File: src/rtl/grid_render_pkg.sv
// grid_render_pkg: shared FSM states, default grid geometry and a width helper.
// No ports; imported by grid_render_scan and cell_pixel_walker.
package grid_render_pkg;
  typedef enum logic [2:0] {IDLE, FETCH, WAIT, DRAW, FIN} state_t;
  localparam int DEF_ROWS = 20;
  localparam int DEF_COLS = 10;
  localparam int DEF_CELL = 24;
  localparam int DEF_GAP  = 1;
  localparam int DEF_X0   = 200;
  localparam int DEF_Y0   = 0;
  localparam int DEF_CW   = 3;
  // Counter width for values 0..n-1, never narrower than one bit.
  function automatic int wbits(input int n);
    return n > 1 ? $clog2(n) : 1;
  endfunction
endpackage

File: src/rtl/cell_pixel_walker.sv
// cell_pixel_walker: scans px,py over 0..SQ-1 with px fastest.
// Ports: clk, reset (sync, active-high); load clears both counters;
// advance steps one pixel; px, py current offsets; last flags (SQ-1,SQ-1).
module cell_pixel_walker import grid_render_pkg::*; #(
  parameter int SQ = DEF_CELL - DEF_GAP
) (
  input  logic                  clk,
  input  logic                  reset,
  input  logic                  load,
  input  logic                  advance,
  output logic [wbits(SQ)-1:0]  px,
  output logic [wbits(SQ)-1:0]  py,
  output logic                  last
);
  localparam int PW = wbits(SQ);
  localparam logic [PW-1:0] MAX = PW'(SQ - 1);
  assign last = (px == MAX) && (py == MAX);
  always_ff @(posedge clk) begin
    if (reset || load) begin
      px <= '0;
      py <= '0;
    end else if (advance) begin
      px <= (px == MAX) ? '0 : px + 1'b1;
      py <= (px != MAX) ? py : (py == MAX) ? '0 : py + 1'b1;
    end
  end
endmodule

File: src/rtl/grid_render_scan.sv
// grid_render_scan: walks a ROWS x COLS grid, fetches each cell code from an
// external one-cycle-latency memory and emits the cell's SQ x SQ pixel square.
// Ports: clk, reset (sync, active-high); start/skip_empty request a render;
// cell_addr/cell_data memory read port; x, y, color, pix_valid/pix_ready pixel
// stream; busy while rendering; done pulses once after the last pixel.
module grid_render_scan import grid_render_pkg::*; #(
  parameter int ROWS = DEF_ROWS,
  parameter int COLS = DEF_COLS,
  parameter int CELL = DEF_CELL,
  parameter int GAP  = DEF_GAP,
  parameter int X0   = DEF_X0,
  parameter int Y0   = DEF_Y0,
  parameter int CW   = DEF_CW
) (
  input  logic                          clk,
  input  logic                          reset,
  input  logic                          start,
  input  logic                          skip_empty,
  output logic [wbits(ROWS*COLS)-1:0]   cell_addr,
  input  logic [CW-1:0]                 cell_data,
  output logic [10:0]                   x,
  output logic [10:0]                   y,
  output logic [CW-1:0]                 color,
  output logic                          pix_valid,
  input  logic                          pix_ready,
  output logic                          busy,
  output logic                          done
);
  localparam int SQ  = CELL - GAP;
  localparam int RW  = wbits(ROWS);
  localparam int CLW = wbits(COLS);
  localparam int PW  = wbits(SQ);
  state_t state, nxt;
  logic [RW-1:0]  row;
  logic [CLW-1:0] col;
  logic [PW-1:0]  px, py;
  logic [CW-1:0]  color_q;
  logic           skip_q, last, xfer, empty, final_cell, step;
  assign xfer       = (state == DRAW) && pix_ready;
  assign empty      = skip_q && (cell_data == '0);
  assign final_cell = (row == RW'(ROWS - 1)) && (col == CLW'(COLS - 1));
  assign step       = ((state == WAIT) && empty) || (xfer && last);
  always_ff @(posedge clk) state <= reset ? IDLE : nxt;
  always_comb begin
    nxt = state;
    case (state)
      IDLE:    nxt = start ? FETCH : IDLE;
      FETCH:   nxt = WAIT;
      WAIT:    nxt = empty ? (final_cell ? FIN : FETCH) : DRAW;
      DRAW:    nxt = (xfer && last) ? (final_cell ? FIN : FETCH) : DRAW;
      FIN:     nxt = IDLE;
      default: nxt = IDLE;
    endcase
  end
  // cell_addr tracks row*COLS+col incrementally; it changes only on entry to
  // FETCH, so the memory word is valid throughout the following WAIT cycle.
  always_ff @(posedge clk) begin
    if (reset) begin
      row       <= '0;
      col       <= '0;
      cell_addr <= '0;
      skip_q    <= 1'b0;
      color_q   <= '0;
    end else begin
      if (state == IDLE && start) begin
        row       <= '0;
        col       <= '0;
        cell_addr <= '0;
        skip_q    <= skip_empty;
      end
      if (state == WAIT) color_q <= cell_data;
      if (step && !final_cell) begin
        col       <= (col == CLW'(COLS - 1)) ? '0 : col + 1'b1;
        row       <= (col == CLW'(COLS - 1)) ? row + 1'b1 : row;
        cell_addr <= cell_addr + 1'b1;
      end
    end
  end
  cell_pixel_walker #(.SQ(SQ)) walker (
    .clk     (clk),
    .reset   (reset),
    .load    (state == WAIT),
    .advance (xfer),
    .px      (px),
    .py      (py),
    .last    (last)
  );
  // Pixel outputs are forced to zero outside DRAW so idle/reset values are 0.
  assign pix_valid = (state == DRAW);
  assign busy      = (state == FETCH) || (state == WAIT) || (state == DRAW);
  assign done      = (state == FIN);
  assign color     = pix_valid ? color_q : '0;
  assign x         = pix_valid ? 11'(X0 + int'(col) * CELL + GAP + int'(px)) : '0;
  assign y         = pix_valid ? 11'(Y0 + int'(row) * CELL + GAP + int'(py)) : '0;
endmodule

File: config.mk
export PLATFORM = sky130hd
export DESIGN_NAME = grid_render_scan
export DESIGN_NICKNAME = d
export VERILOG_FILES = /design/src/rtl/grid_render_pkg.sv /design/src/rtl/cell_pixel_walker.sv /design/src/rtl/grid_render_scan.sv
export SDC_FILE = /design/constraint.sdc
export NUM_CORES = 1
export LEC_CHECK = 0
export ABC_CLOCK_PERIOD_IN_PS = 6300
export BUFFER_PORTS_ARGS = -buffer_cell sky130_fd_sc_hd__buf_4
export CORE_ASPECT_RATIO = 0.75
export CORE_MARGIN = 4
export CORE_UTILIZATION = 25
export DETAILED_ROUTE_END_ITERATION = 8
export MAX_ROUTING_LAYER = met4
export PLACE_DENSITY_LB_ADDON = 0.08
export SLEW_MARGIN = 30
export SYNTH_ARGS = -nofsm -noshare
export SYNTH_HDL_FRONTEND = slang
export SYNTH_SLANG_ARGS = --single-unit
File: constraint.sdc
create_clock -name clk -period 6.3 [get_ports clk]
set_input_delay 0.315 -clock clk [delete_from_list [all_inputs] [get_ports clk]]
set_output_delay 0.315 -clock clk [all_outputs]
set_load 0.01 [all_outputs]
==> results of run 1 <==
==> state kept, by name (all words and copies together) (netlist names) <==
register	count
col	4
skip_q	1
walker.px	5
cell_addr	8
state	3
color_q	3
row	5
walker.py	5
==> cell usage after synthesis, types with 2 or more instances <==
| master | n |
|---|---|
| o21a_1 | 2 |
| nand4b_1 | 2 |
| o21ai_0 | 15 |
| nor2b_1 | 3 |
| fa_1 | 2 |
| or2_2 | 2 |
| xnor2_1 | 10 |
| and4b_1 | 3 |
| a21oi_1 | 24 |
| buf_4 | 3 |
| nand4_1 | 5 |
| and2_1 | 7 |
| inv_1 | 17 |
| nand2_1 | 21 |
| xor2_1 | 9 |
| and3_1 | 6 |
| nand3_1 | 13 |
| buf_2 | 4 |
| mux2i_1 | 8 |
| nor4b_1 | 2 |
| nor3b_1 | 2 |
| nand3b_1 | 6 |
| nor2_1 | 40 |
| a21o_1 | 4 |
| a211oi_1 | 7 |
| nand2b_1 | 2 |
| dfxtp_1 | 34 |
| a32oi_1 | 2 |
| ha_1 | 27 |
| o21bai_1 | 2 |
| nor3_1 | 10 |
| clkbuf_1 | 4 |
==> worst max path at each step <==
stage / from / endpoint / slack, ns / cells after the start
after floorplan: col[1] / x[8] / 3.75 / 10
after global placement: col[1] / x[8] / 3.61 / 11
after detailed placement: col[1] / x[8] / 3.55 / 11
after CTS: col[1] / x[8] / 3.25 / 11
after global routing: col[1] / x[8] / 2.99 / 11
final: col[1] / x[8] / 3.27 / 11
==> cell type report <==
class | instances | area (µm²)
tap | 132 | 165
timing repair buffer | 43 | 323
clock inverter | 2 | 12.5
multi-input combinational | 256 | 1760
clock buffer | 6 | 139
inverter | 18 | 67.6
sequential | 34 | 681
fill | 1093 | 6700
==> through the flow <==
stage	hold slack (ns)	area, µm²
2_1_floorplan	0.440	2580
3_3_place_gp	0.460	3000
3_5_place_dp	0.470	3000
4_1_cts	0.288	3150
5_1_grt	0.293	3150
6_report	0.294	3150
==> layer usage <==
metal | vias to the layer above | part of all wire [%] | track usage (%)
li1 | 1201 | - | -
met1 | 1085 | 56 | 17.3
met2 | 39 | 41 | 17.5
met3 | 4 | 2.5 | 2.16
met4 | 0 | 0.55 | 2.53
met5 | - | 0 | -
==> worst max-delay path, delay by kind of cell (launching register included) <==
family | cells | cell delay [ns]
fa+ha+maj | 3 | 0.87
compound gates | 3 | 0.56
buf+inv | 3 | 0.30
simple gates | 2 | 0.36
flops | 1 | 0.37
==> power groups by stage <==
stage / clock (mW) / combinational [mW] / sequential (mW)
after floorplan: 0 / 0.0283 / 0.224
after global placement: 0 / 0.0395 / 0.228
after detailed placement: 0 / 0.0394 / 0.228
after CTS: 0.263 / 0.0395 / 0.223
after global routing: 0.271 / 0.0433 / 0.224
final: 0.253 / 0.0390 / 0.223
==> logic make-up (layout without fill, tap and decap cells) <==
family,Yosys count,in the layout,synth area share [%]
other,1,1,0.145
DFF,34,34,26.4
buffers and inverters,30,69,5.29
AOI/OAI and AO/OA,65,65,15.5
muxes,8,8,3.10
xor gates and xnor gates,19,19,6.45
and+or+nand+nor,134,134,28.5
adders and majority gates,29,29,14.6
==> flow_metrics.py, run 1 <==
metrics = {
    "status": {
        "outcome": "completed",
    },
    "placed_design": {
        "hpwl_mm": 5.39,
        "io_buffers": 42,
        "dp_cells": 483,
        "gp_congestion": 0.779,
        "dpl_worst_slack_ns": 3.55,
    },
    "clocking": {
        "cts_made_buffers": 5,
        "htreeDepth": 2,
        "cts_resized": 0,
        "tritoncts": "done",
        "cts_setup_buffers": 0,
        "clkTransAtPathRegs_ns": 0.06,
        "cts_root_buffer": "clkbuf_16",
        "cts_buffer_depth": 2,
        "clock_sinks": 34,
        "cts_hold_buf": 0,
        "insertion_delay_ns": 0.28,
    },
    "hold_path": {
        "whs_endpoint": "skip_q",
        "hp-class": "primary input to register",
        "hold_path.startpoint": "skip_empty",
        "hold_depth": 3,
    },
    "drt": {
        "vias": 2329,
        "drtIter0Drc": 74,
        "drc_errors": 0,
        "avgViaCountPerCell": 4.74,
        "wl_mm": 6.93,
        "detail-route-antenna-nets": 0,
        "dr.pass1.iters": 4,
        "routedWlPerCell_um": 14.1,
    },
    "sta": {
        "worst_slack_ns": 3.27,
        "worst_pin_slew_ns": 0.913,
        "max_freq_mhz": 330,
        "hold_viol": 0,
        "slew_headroom_pct": 39.1,
        "setup_viol": 0,
        "post-route-period-util_pct": 48.1,
        "rsz0062_at_grt": "false",
        "min_period_ns": 3.03,
        "final.setup.tns_ns": 0,
        "slew_violations": 0,
        "clock-skew-final_ns": 0.00568,
    },
    "critical_path": {
        "r2r_end": "cell_addr[6]",
        "required_ns": 5.98,
        "crit_chain": "inv_1 > ha_1 > inv_1 > ha_1 > ha_1 > and4b_1 > o21ai_0 > a21boi_0 > o21a_1 > nor3_1 > buf_4",
        "path_max_fanout": 4,
        "r2r-start": "state[0]",
        "endpoint_kind": "output port",
        "rr_worst_depth": 5,
        "cp.arrival_ns": 2.72,
        "ff2ff_setup_slack_ns": 3.78,
        "cpMostUsedCell": "ha_1",
        "startpoint_type": "register",
        "path_class": "register to output port",
        "slowest_delay_ns": 0.37,
        "crit_slowest_cell": "dfxtp_1",
    },
    "floorplanning": {
        "io_pins": 44,
        "die_x_um": 125,
        "start_util_pct": 26.2,
        "die-area_mm2": 0.0120,
        "rows": 31,
        "die_y_um": 96.0,
        "core_area_mm2": 0.00985,
    },
    "cells_and_area": {
        "fin_cells": 491,
        "layout_common_cells": "buf_4, nor2_1, dfxtp_1, ha_1, a21oi_1",
        "layout_commonest_cell": "buf_4",
        "diodes": 0,
        "num-nets-final": 395,
        "areaGrowthSynthToFinish_pct": 22.1,
        "drive_above_1_share_pct": 17.3,
        "fin_util_pct": 32.0,
    },
    "yosys": {
        "synthArstFlopShare_pct": 0,
        "postSynthAreaPerCell_um2": 8.06,
        "synth.cell_area_mm2": 0.00258,
        "synthesis.instances": 320,
        "ys_warn_count": 0,
        "yosys.area.top_type_share_pct": 26.4,
        "synth-edff-count": 0,
        "yosysSeqAreaShare_pct": 26.4,
        "synth_flop_cell": "dfxtp_1",
        "synthTopCellsByArea": "dfxtp_1, ha_1, nor2_1",
        "synth_area_leader_cell": "dfxtp_1",
        "synth_seq_cells": 34,
        "synth_cell_types": 54,
        "synth_nets": 357,
    },
    "power": {
        "combPwrFrac_pct": 7.6,
        "clkPwrFrac_pct": 49.1,
        "switchingPower_mw": 0.125,
        "peakVddDrop_v": 0.0000972,
        "power.internal_mw": 0.390,
        "p_leak_nw": 1.36,
        "p_seq_share_pct": 43.3,
        "p_sw_share_pct": 24.3,
        "p_per_area_mw_per_mm2": 164,
        "power.total_mw": 0.515,
    },
    "global_route": {
        "grt_overflow": 0,
        "antenna_found_initial": 0,
        "grt_pass1_wl_mm": 11.4,
        "grt_max_degree": 24,
        "grt_pass1_vias": 2289,
        "grtUsageTotal_pct": 12.0,
    },
    "job": {
        "max-cap-violations": 0,
    },
}
Note: power is estimated with default switching activity, not from simulation.
==> run 2, diff against run 1 <==
Settings changed: ABC_CLOCK_PERIOD_IN_PS 6300 to 2700.
Clock period 6.3 ns to 2.7 ns, I/O delays scaled along.
==> run 2 against run 1 <==
  * Flip-flop and latch count unchanged
  * First-iteration DRC count up 1.4%
  * Global-route usage increased by 0.13 points
  * Critical endpoint unchanged
  * Combinational power rose to 2.5 times the previous value
  * Core utilization increased by 1.5 points
  * Non-clock buffer count up 6
  * Sequential share of layout area fell by 0.87 points
==> flow_metrics.py, run 2 (synthesis results as in run 1) <==
metrics = {
    "global_route": {
        "grt_pass1_vias": 2239,
        "antenna_found_initial": 0,
        "grt_max_degree": 24,
        "grtUsageTotal_pct": 12.1,
        "grt_overflow": 0,
        "grt_pass1_wl_mm": 11.5,
    },
    "drt": {
        "avgViaCountPerCell": 4.69,
        "routedWlPerCell_um": 14.3,
        "vias": 2329,
        "drc_errors": 0,
        "wl_mm": 7.10,
        "detail-route-antenna-nets": 0,
        "dr.pass1.iters": 4,
        "drtIter0Drc": 75,
    },
    "clocking": {
        "clock_sinks": 34,
        "cts_buffer_depth": 2,
        "insertion_delay_ns": 0.28,
        "cts_made_buffers": 5,
        "cts_hold_buf": 0,
        "clkTransAtPathRegs_ns": 0.06,
        "htreeDepth": 2,
        "cts_root_buffer": "clkbuf_16",
        "tritoncts": "done",
    },
    "sta": {
        "worst_pin_slew_ns": 0.513,
        "slew_violations": 0,
        "max_freq_mhz": 388,
        "min_period_ns": 2.58,
        "worst_slack_ns": 0.121,
        "hold_viol": 0,
        "clock-skew-final_ns": 0.00757,
        "slew_headroom_pct": 65.8,
        "rsz0062_at_grt": "true",
        "post-route-period-util_pct": 95.5,
        "setup_viol": 0,
    },
    "cells_and_area": {
        "regMostFlops": "cell_addr",
        "finalInstanceArea_mm2": 0.00329,
        "layout_common_cells": "buf_4, nor2_1, dfxtp_1, ha_1, a21oi_1",
        "largest_reg_flops": 8,
        "drive_above_1_share_pct": 21.4,
        "diodes": 0,
        "num-fill-cells": 1090,
        "areaGrowthSynthToFinish_pct": 27.7,
        "num-nets-final": 401,
        "layout_commonest_cell": "buf_4",
    },
    "critical_path": {
        "path_buf_inv": 3,
        "endpoint_kind": "output port",
        "slowest_delay_ns": 0.35,
        "crit_slowest_cell": "dfxtp_2",
        "cp.arrival_ns": 2.44,
        "required_ns": 2.57,
        "crit_chain": "inv_1 > ha_1 > inv_1 > ha_4 > ha_4 > and4b_1 > o21ai_2 > a21boi_2 > o21a_1 > nor3_1 > buf_4",
        "path_max_fanout": 4,
        "critical-path-top-delay-family": "adder cells",
        "path_class": "register to output port",
        "startpoint_type": "register",
    },
    "power": {
        "peakVddDrop_v": 0.000223,
        "p_per_area_mw_per_mm2": 418,
        "p_leak_nw": 1.41,
    },
    "floorplanning": {
        "io_pins": 44,
        "die_y_um": 96.0,
        "start_util_pct": 26.2,
        "core_area_mm2": 0.00985,
        "die-area_mm2": 0.0120,
        "die_x_um": 125,
        "rows": 31,
    },
    "placed_design": {
        "postPlaceCellArea_mm2": 0.00304,
        "dpl_worst_slack_ns": 0.131,
        "hpwl_mm": 5.49,
        "gp_congestion": 0.794,
        "io_buffers": 42,
    },
    "hold_path": {
        "hp-class": "primary input to register",
    },
    "job": {
        "max-cap-violations": 0,
    },
    "status": {
        "outcome": "completed",
    },
}
==> run 2: cell count changes in the layout (fill, tap and decap cells not counted), sizes merged <==
| cell | before | now |
|---|---|---|
| clkbuf | 6 | 5 |
| buf | 43 | 49 |
| bufinv | 0 | 2 |
| clkinvlp | 1 | 0 |
==> run 2: tightest hold or removal path, stage by stage <==
cell	delay (ns)
buf_4	0.11
nand2_1	0.04
a21oi_1	0.05
==> run 2: layout make-up <==
type	count	area [µm²]	share of cell area [%]
timing repair buffer	49	368	11.2
sequential	34	683	20.7
multi-input combinational	256	1820	55.1
clock buffer	5	125	3.80
inverter	18	67.6	2.05
tap	132	165	5.01
clock inverter	3	68.8	2.09
==> run 2: layer usage <==
layer / share of wire (%) / routed length, µm / global-route usage [%]
met1: 57 / 4050 / 18.1
met2: 41 / 2880 / 16.8
met3: 1.8 / 130 / 2.22
met4: 0.46 / 33 / 2.71
met5: 0 / 0 / -
==> run 2: repair_timing <==
action | in CTS | in global routing
resized for setup | 5 | 8
cloned | 0 | 0
pin swaps | 0 | 2
endpoints found under the setup margin | 3 | 4
setup buffers | 0 | 0
==> run 2: stage by stage <==
stage | power [mW] | hold WS [ns] | instances | util [%] | setup TNS (ns)
floorplan | 0.588 | 0.271 | 320 | - | 0
global placement | 0.628 | 0.392 | 489 | 30.9 | 0
detailed placement | 0.629 | 0.398 | 489 | 30.9 | 0
CTS | 1.40 | 0.100 | 497 | 32.9 | 0
global route | 1.43 | 0.135 | 497 | 33.4 | -0.0175
finish | 1.38 | 0.107 | 497 | 33.4 | 0
==> run 2: path summary, 6_finish.rpt <==
path	startpoint	end	slack [ns]	cells after the start
min reg2reg	skip_q	skip_q	0.48	2
max reg2reg	col[3]	row[4]	0.47	6
max	col[1]	x[8]	0.12	11
min	skip_empty	skip_q	0.11	3
==> run 2: power by group <==
part	internal (mW)	total, mW	switching (mW)
Clock	0.531	0.763	0.233
Combinational	0.0398	0.0976	0.0578
Sequential	0.509	0.518	0.00898
Total	1.08	1.38	0.299
